[src/rtl/fifo_read_drain.sv]
// Read-side drain for the synchronous FIFO: streams words through a 2-entry skid
// or flushes them. Optional rd_count port under FIFO_READ_DRAIN_STATS_EN.
module fifo_read_drain #(
    parameter int FIFO_WIDTH = 16,
    parameter int SKID_DEPTH = 2
) (
    input  logic                  clk,
    input  logic                  rst,
    input  logic                  enable,
    input  logic                  flush,
    input  logic                  empty,
    input  logic                  underflow,
    input  logic [FIFO_WIDTH-1:0] data_out,
    output logic                  rd_en,
    output logic                  m_valid,
    output logic [FIFO_WIDTH-1:0] m_data,
    input  logic                  m_ready,
    output logic                  flush_done,
    output logic                  busy,
    output logic                  err_underflow
`ifdef FIFO_READ_DRAIN_STATS_EN
    ,
    output logic [15:0]           rd_count
`endif
);

    localparam logic [1:0] IDLE  = 2'd0;
    localparam logic [1:0] RUN   = 2'd1;
    localparam logic [1:0] FLUSH = 2'd2;
    localparam logic [1:0] DONE  = 2'd3;

    generate
        if (SKID_DEPTH != 2) begin : g_bad_depth
            $error("fifo_read_drain: SKID_DEPTH must be 2");
        end
    endgenerate

    logic [1:0]            state;
    logic [1:0]            state_nxt;
    logic [1:0]            count;
    logic                  inflight;
    logic [FIFO_WIDTH-1:0] skid0;
    logic [FIFO_WIDTH-1:0] skid1;
    logic                  pop;
    logic [2:0]            occ;

    assign m_valid    = (state != FLUSH) && (count != 2'd0);
    assign m_data     = skid0;
    assign pop        = m_valid && m_ready;
    assign flush_done = (state == DONE);
    assign busy       = (state == FLUSH) ||
                        ((state == RUN) && (inflight || count != 2'd0));

    // Occupancy after this edge; a read is only issued when a slot is guaranteed.
    assign occ = {1'b0, count} + {2'b00, inflight} - {2'b00, pop};

    always_comb begin
        rd_en = 1'b0;
        unique case (state)
            RUN:     rd_en = !empty && enable && (occ < 3'd2);
            FLUSH:   rd_en = !empty;
            IDLE:    rd_en = 1'b0;
            DONE:    rd_en = 1'b0;
        endcase
    end

    always_comb begin
        state_nxt = state;
        unique case (state)
            IDLE: begin
                if (flush)       state_nxt = FLUSH;
                else if (enable) state_nxt = RUN;
            end
            RUN: begin
                if (flush)
                    state_nxt = FLUSH;
                else if (!enable && !inflight && count == 2'd0)
                    state_nxt = IDLE;
            end
            FLUSH: begin
                if (empty && !inflight) state_nxt = DONE;
            end
            DONE: begin
                state_nxt = flush ? FLUSH : IDLE;
            end
        endcase
    end

    always_ff @(posedge clk or posedge rst) begin
        if (rst) begin
            state         <= IDLE;
            inflight      <= 1'b0;
            err_underflow <= 1'b0;
        end else begin
            state    <= state_nxt;
            inflight <= rd_en && !empty;
            if (underflow)
                err_underflow <= 1'b1;
        end
    end

    // Skid is a 2-deep shift queue; skid0 is always the head.
    always_ff @(posedge clk or posedge rst) begin
        if (rst) begin
            count <= 2'd0;
            skid0 <= '0;
            skid1 <= '0;
        end else if (state == FLUSH) begin
            count <= 2'd0;
        end else begin
            unique case ({inflight, pop})
                2'b11: begin
                    if (count == 2'd2) begin
                        skid0 <= skid1;
                        skid1 <= data_out;
                    end else begin
                        skid0 <= data_out;
                    end
                end
                2'b10: begin
                    if (count == 2'd0)
                        skid0 <= data_out;
                    else
                        skid1 <= data_out;
                    count <= count + 2'd1;
                end
                2'b01: begin
                    skid0 <= skid1;
                    count <= count - 2'd1;
                end
                2'b00: begin
                    count <= count;
                end
            endcase
        end
    end

`ifdef FIFO_READ_DRAIN_STATS_EN
    always_ff @(posedge clk or posedge rst) begin
        if (rst)
            rd_count <= 16'd0;
        else if (pop)
            rd_count <= rd_count + 16'd1;
    end
`endif

endmodule

[config.mk]
export PLATFORM = sky130hd
export DESIGN_NAME = fifo_read_drain
export DESIGN_NICKNAME = d
export VERILOG_FILES = /design/src/rtl/fifo_read_drain.sv
export SDC_FILE = /design/constraint.sdc
export NUM_CORES = 1
export LEC_CHECK = 0
export ABC_CLOCK_PERIOD_IN_PS = 5200
export CORE_UTILIZATION = 53
export CTS_CLUSTER_SIZE = 10
export DETAILED_ROUTE_END_ITERATION = 10
export PLACE_DENSITY = 0.81
export SLEW_MARGIN = 15
export SYNTH_ARGS = -nofsm -noshare
export SYNTH_HDL_FRONTEND = slang
export SYNTH_SLANG_ARGS = --single-unit
[constraint.sdc]
create_clock -name clk -period 5.2 [get_ports clk]
set_clock_uncertainty 0.1 [all_clocks]
set_input_delay 1.04 -clock clk [delete_from_list [all_inputs] [get_ports clk]]
set_output_delay 1.04 -clock clk [all_outputs]
set_load 0.01 [all_outputs]
==> impl_metrics.json, run 1 <==
{
  "cts-resized-gates": 0,
  "required_ns": 4.06,
  "critPathBufInv": 2,
  "ys_ff_latch": 38,
  "cts_tree": "yes",
  "yosysMostFrequentCell": "dfrtp_1",
  "vias": 1967,
  "relSlewSlack": 0.357,
  "crit_family": "buffers and inverters",
  "yosys.area.top_type": "dfrtp_1",
  "max_cap_violations": 0,
  "dieHeight_um": 69.3,
  "clock.fmax_mhz": 220,
  "cts_max_level": 2,
  "first_iter_violations": 199,
  "p_switching_w": 0.000518,
  "gp_congestion": 0.754,
  "die_area_sq_um": 4810,
  "area.growth.synth_to_final_pct": 22.1,
  "async_flop_share": 1.00,
  "rrSetupSlack_ns": 1.89,
  "routedWlPerCell_um": 18.5,
  "cp-start-kind": "primary input",
  "clk_pin_slew_ns": 0.07,
  "worstPathCellList": "clkdlybuf4s50_1, nand2_1, ha_1, nand2_1, fa_1, xnor2_1, nand4_1, a21oi_1, clkdlybuf4s50_1",
  "synth_edf_count": 0,
  "post_cts_buffers": 0,
  "grt.overflow.total": 0,
  "drv_slew": 0,
  "ctsHoldBuffers": 0,
  "design_area_sq_um": 2930,
  "status": "complete, no violations",
  "n_antenna_cell": 0,
  "start_util": 0.552,
  "ys.flop_type": "dfrtp_1",
  "ios": 44,
  "avgSynthCellArea_sq_um": 11.0,
  "path_max_fanout": 4,
  "utilization": 0.674,
  "p_seq_frac": 0.353,
  "leakage_nw": 1.24,
  "grt_pass1_wl_um": 9620,
  "grt.total_usage": 0.248,
  "hp-class": "reg -> reg",
  "pwr-share-clk": 0.172,
  "synth_top_cells_by_area": "dfrtp_1 40%, o31ai_1 6.9%, a21bo_2 6.7%",
  "rsz0062_at_grt": "no",
  "avgViaCountPerCell": 6.49,
  "synth_fp_nets": 245,
  "tns_ns": 0,
  "slowest_stage": "clkdlybuf4s50_1",
  "std_cell_rows": 24,
  "critPathMaxStageDelay_ns": 0.54,
  "yosysTopAreaCellShare": 0.396,
  "place_hpwl_um": 3350,
  "drtAntennaViolNets": 0,
  "fp.dieW_um": 69.3,
  "cts_buffer_depth": 2,
  "setup-violations-final": 0,
  "vdd_drop_max_uv": 247,
  "first_pass_iters": 4,
  "worst_pin_slew_ns": 0.961,
  "fin_total_pwr_w": 0.00141,
  "netlist_instances": 219,
  "cts_root_buffer": "clkbuf_8",
  "pwr-share-comb": 0.475,
  "insertion_delay_ns": 0.29,
  "grt_antenna_before_repair": 0,
  "setup.worst_path.class": "in -> out",
  "clock_sinks": 38,
  "yosys_warnings": 0,
  "swShare": 0.368,
  "timing.final.hold_violations": 0,
  "post-route-period-util": 0.873,
  "fin_cells": 303,
  "numPortBuffers": 43,
  "drt-total-wl_um": 5600,
  "grt_pass1_vias": 2039,
  "p_int_w": 0.000891,
  "endpoint_kind": "output port",
  "place_inst": 295,
  "period_needed_ns": 4.54,
  "synth_common_cells": "38 x dfrtp_1, 22 x o31ai_1, 17 x and3b_1, 17 x clkbuf_1",
  "crit_arrival_ns": 3.40,
  "ys_seq_area_frac": 0.396,
  "post-route-drc-count": 0,
  "netlist_area_sq_um": 2400,
  "core_sq_um": 4350,
  "layout.nets": 276,
  "drive_above_1_share": 0.187,
  "synth_cell_types": 37,
  "grt_max_degree": 39,
  "dpl_cell_area_sq_um": 2820,
  "cts_made_buffers": 5,
  "p_per_area_nw_per_um2": 480
}
kinds of logic (layout without fill, tap and decap cells):
kind of cell	after synthesis	count (layout)	share of synthesized area
XOR/XNOR	1	1	0.00365
AND/OR/NAND/NOR	39	39	0.114
adder cells (fa/ha/maj)	3	3	0.0187
AO/OA/AOI/OAI	91	91	0.328
flip-flops	38	38	0.396
buffers and inverters	30	62	0.0609
multiplexers	17	17	0.0792
worst paths after layout:
kind	startpoint	endpoint	cells after the start
setup / recovery	m_ready	rd_en	9
hold / removal	err_underflow$_DFFE_PP0P_	err_underflow$_DFFE_PP0P_	1
setup reg to reg	count[0]$_DFFE_PP0P_	skid1[3]$_DFFE_PP0P_	7
hold reg to reg	err_underflow$_DFFE_PP0P_	err_underflow$_DFFE_PP0P_	1
max in group asynchronous	rst	m_data[11]$_DFFE_PP0P_	3
min in group asynchronous	rst	state[0]$_DFFE_PP0P_	3
power groups by stage:
stage          logic (W)  clock network (W)  registers, W
2_1_floorplan   0.000416                  0      0.000514
3_3_place_gp    0.000651                  0      0.000496
3_5_place_dp    0.000668                  0      0.000500
4_1_cts         0.000671           0.000243      0.000496
5_1_grt         0.000727           0.000252      0.000513
6_report        0.000670           0.000242      0.000497
area by class of cell:
| class | count | area (sq um) |
|---|---|---|
| clock buffers | 8 | 110 |
| fillers | 354 | 1420 |
| inverters | 3 | 11.3 |
| multi-input cells | 151 | 1310 |
| flip-flops and latches | 38 | 951 |
| well taps | 52 | 65.1 |
| repair buffers | 51 | 490 |
metrics by stage:
step | setup slack [ns] | hold WS (ns)
global placement | 0.717 | 0.349
finish | 0.658 | 0.366
detailed placement | 0.670 | 0.353
CTS | 0.655 | 0.370
global route | 0.548 | 0.397
floorplan | 0.886 | 0.378
flip-flops by register name, indices dropped and copies added (netlist names):
signal / flops
err_underflow: 1
skid1: 16
count: 2
m_data: 16
inflight: 1
state: 2
layout by cell type (no fill, tap or decap), drive strengths merged, types with 6 or more instances in the layout:
master         Yosys  layout
a211oi            16      16
a21bo             16      16
mux2              16      16
clkdlybuf4s50      0      43
o31ai             32      32
and3b             17      17
dfrtp             38      38
buf               10       8
nand2              6       6
a41oi             16      16
clkbuf            17       8
per-layer routing:
layer,part of all wire,track usage,up-vias
li1,-,-,916
met1,0.45,0.334,978
met5,0,0,-
met2,0.49,0.391,63
met4,0.015,0.0952,0
met3,0.044,0.0538,10
Power figures use the tool's default switching activity.
==> run 2, diff against run 1 <==
--- a/config.mk
+++ b/config.mk
@@ -5,7 +5,7 @@
 export SDC_FILE = /design/constraint.sdc
 export NUM_CORES = 1
 export LEC_CHECK = 0
-export ABC_CLOCK_PERIOD_IN_PS = 5200
+export ABC_CLOCK_PERIOD_IN_PS = 4200
 export CORE_UTILIZATION = 53
 export CTS_CLUSTER_SIZE = 10
 export DETAILED_ROUTE_END_ITERATION = 10
==> constraint.sdc (replaced) <==
create_clock -name clk -period 4.2 [get_ports clk]
set_clock_uncertainty 0.1 [all_clocks]
set_input_delay 0.84 -clock clk [delete_from_list [all_inputs] [get_ports clk]]
set_output_delay 0.84 -clock clk [all_outputs]
set_load 0.01 [all_outputs]
==> impl_metrics.json, run 2 (synthesis results as in run 1) <==
{
  "grt.overflow.total": 0,
  "clk_pin_slew_ns": 0.06,
  "insertion_delay_ns": 0.30,
  "tns_ns": 0,
  "design_area_sq_um": 2940,
  "regToRegEndpoint": "m_data[5]$_DFFE_PP0P_",
  "pwr-share-clk": 0.155,
  "cp-start-kind": "primary input",
  "mostFrequentLayoutCells": "42 x clkdlybuf4s50_1, 38 x dfrtp_1, 22 x o31ai_1",
  "drv_slew": 0,
  "place_inst": 298,
  "required_ns": 3.26,
  "critPathMaxStageDelay_ns": 0.52,
  "core_sq_um": 4350,
  "worst_pin_slew_ns": 0.743,
  "p_seq_frac": 0.359,
  "post-route-drc-count": 0,
  "relSlewSlack": 0.505,
  "rsz0062_at_grt": "no",
  "hold_depth": 1,
  "period_needed_ns": 3.92,
  "timing.rr.start": "count[1]$_DFFE_PP0P_",
  "grt_antenna_before_repair": 0,
  "cts_tree": "yes",
  "setup-violations-final": 0,
  "ctsHoldBuffers": 0,
  "std_cell_rows": 24,
  "hold_start": "err_underflow$_DFFE_PP0P_",
  "leakage_nw": 1.24,
  "vdd_drop_max_uv": 293,
  "fill_cells": 360,
  "cts_max_level": 2,
  "rrSetupSlack_ns": 1.37,
  "grt_pass1_vias": 1930,
  "grt.total_usage": 0.247,
  "worstPathCellList": "clkdlybuf4s50_1, nand2_1, ha_1, nand2_1, fa_1, xnor2_1, nand4_1, a21oi_1, dlygate4sd2_1",
  "whs_endpoint": "err_underflow$_DFFE_PP0P_",
  "crit_arrival_ns": 2.98,
  "dieHeight_um": 69.3,
  "routedWlPerCell_um": 18.6,
  "final_common_cell": "clkdlybuf4s50_1",
  "hp-class": "reg -> reg",
  "grt_max_degree": 39,
  "crit_path_frequent_cell": "nand2_1",
  "max_cap_violations": 0,
  "endpoint_kind": "output port",
  "slowest_stage": "clkdlybuf4s50_1",
  "fin_cells": 306,
  "drtAntennaViolNets": 0,
  "layout.nets": 279,
  "gp_congestion": 0.833,
  "fin_total_pwr_w": 0.00172,
  "seqCellArea_sq_um": 951,
  "ios": 44,
  "r2r_cells": 7,
  "p_switching_w": 0.000646,
  "drt-total-wl_um": 5700,
  "start_util": 0.552,
  "cts_buffer_depth": 2,
  "first_pass_iters": 4,
  "avgViaCountPerCell": 6.43,
  "p_int_w": 0.00107,
  "place_hpwl_um": 3570,
  "first_iter_violations": 98,
  "clock_sinks": 38,
  "dpl_cell_area_sq_um": 2850,
  "vias": 1967,
  "cts_root_buffer": "clkbuf_8",
  "swShare": 0.375,
  "cts_made_buffers": 5,
  "area.growth.synth_to_final_pct": 22.2,
  "grt_pass1_wl_um": 9470,
  "die_area_sq_um": 4810,
  "multiInputGateArea_sq_um": 1310,
  "setup.worst_path.class": "in -> out",
  "status": "complete, no violations",
  "pwr-share-comb": 0.486,
  "timing.final.hold_violations": 0,
  "clock.fmax_mhz": 255,
  "fp.dieW_um": 69.3,
  "numPortBuffers": 43,
  "p_per_area_nw_per_um2": 586,
  "drive_above_1_share": 0.193,
  "path_max_fanout": 4,
  "n_antenna_cell": 0,
  "post-route-period-util": 0.934
}
run 2: changes by cell type in the layout (fill, tap and decap cells not counted):
cell and change:
buf_4 +3, clkbuf_8 -2, clkbuf_1 +1, clkdlybuf4s50_1 -1
clkinv_2 +1, dlygate4sd2_1 +1
run 2: critical path, delay by kind of cell:
family / cells / cell delay, ns
and+or+nand+nor: 3 / 0.32
adders and majority gates: 2 / 0.70
buffers and inverters: 2 / 0.79
xor gates and xnor gates: 1 / 0.17
AOI/OAI and AO/OA: 1 / 0.16
run 2: per-layer routing:
metal  vias up  wire, um  track usage
li1        924         -            -
met3         8       287       0.0334
met2        68      2790        0.401
met1       967      2540        0.333
met4         0        82       0.0998
met5         -         0            0
run 2: what timing repair did:
action	CTS	global route
resized for setup	1	0
setup buffers	0	0
endpoints found under the setup margin	1	0
run 2: metrics by stage:
step	setup WS, ns	hold slack [ns]	utilization
2_1_floorplan	0.0864	0.378	-
5_1_grt	0.146	0.398	0.674
3_5_place_dp	0.0118	0.357	0.653
4_1_cts	0.273	0.373	0.674
3_3_place_gp	0.116	0.348	0.653
6_report	0.277	0.365	0.674
run 2: final cells by class:
| class | instances | area share |
|---|---|---|
| Inverter | 3 | 0.00384 |
| Timing Repair Buffer | 54 | 0.174 |
| Tap cell | 52 | 0.0222 |
| Sequential cell | 38 | 0.324 |
| Clock inverter | 1 | 0.00171 |
| Multi-Input combinational cell | 151 | 0.445 |
| Clock buffer | 7 | 0.0294 |
run 2: power groups by stage:
stage	logic [W]	clock network (W)	registers (W)
floorplan	0.000515	0	0.000636
global placement	0.000816	0	0.000612
detailed placement	0.000837	0	0.000621
CTS	0.000838	0.000268	0.000615
global route	0.000902	0.000286	0.000635
finish	0.000836	0.000266	0.000617
run 2: worst max-delay path by stage:
stage               slack, ns  endpoint            startpoint
finish                   0.28     rd_en               m_ready
global route             0.15     rd_en               m_ready
CTS                      0.27     rd_en               m_ready
detailed placement       0.01     rd_en               m_ready
floorplan                0.09     rd_en  count[1]$_DFFE_PP0P_
global placement         0.12     rd_en               m_ready
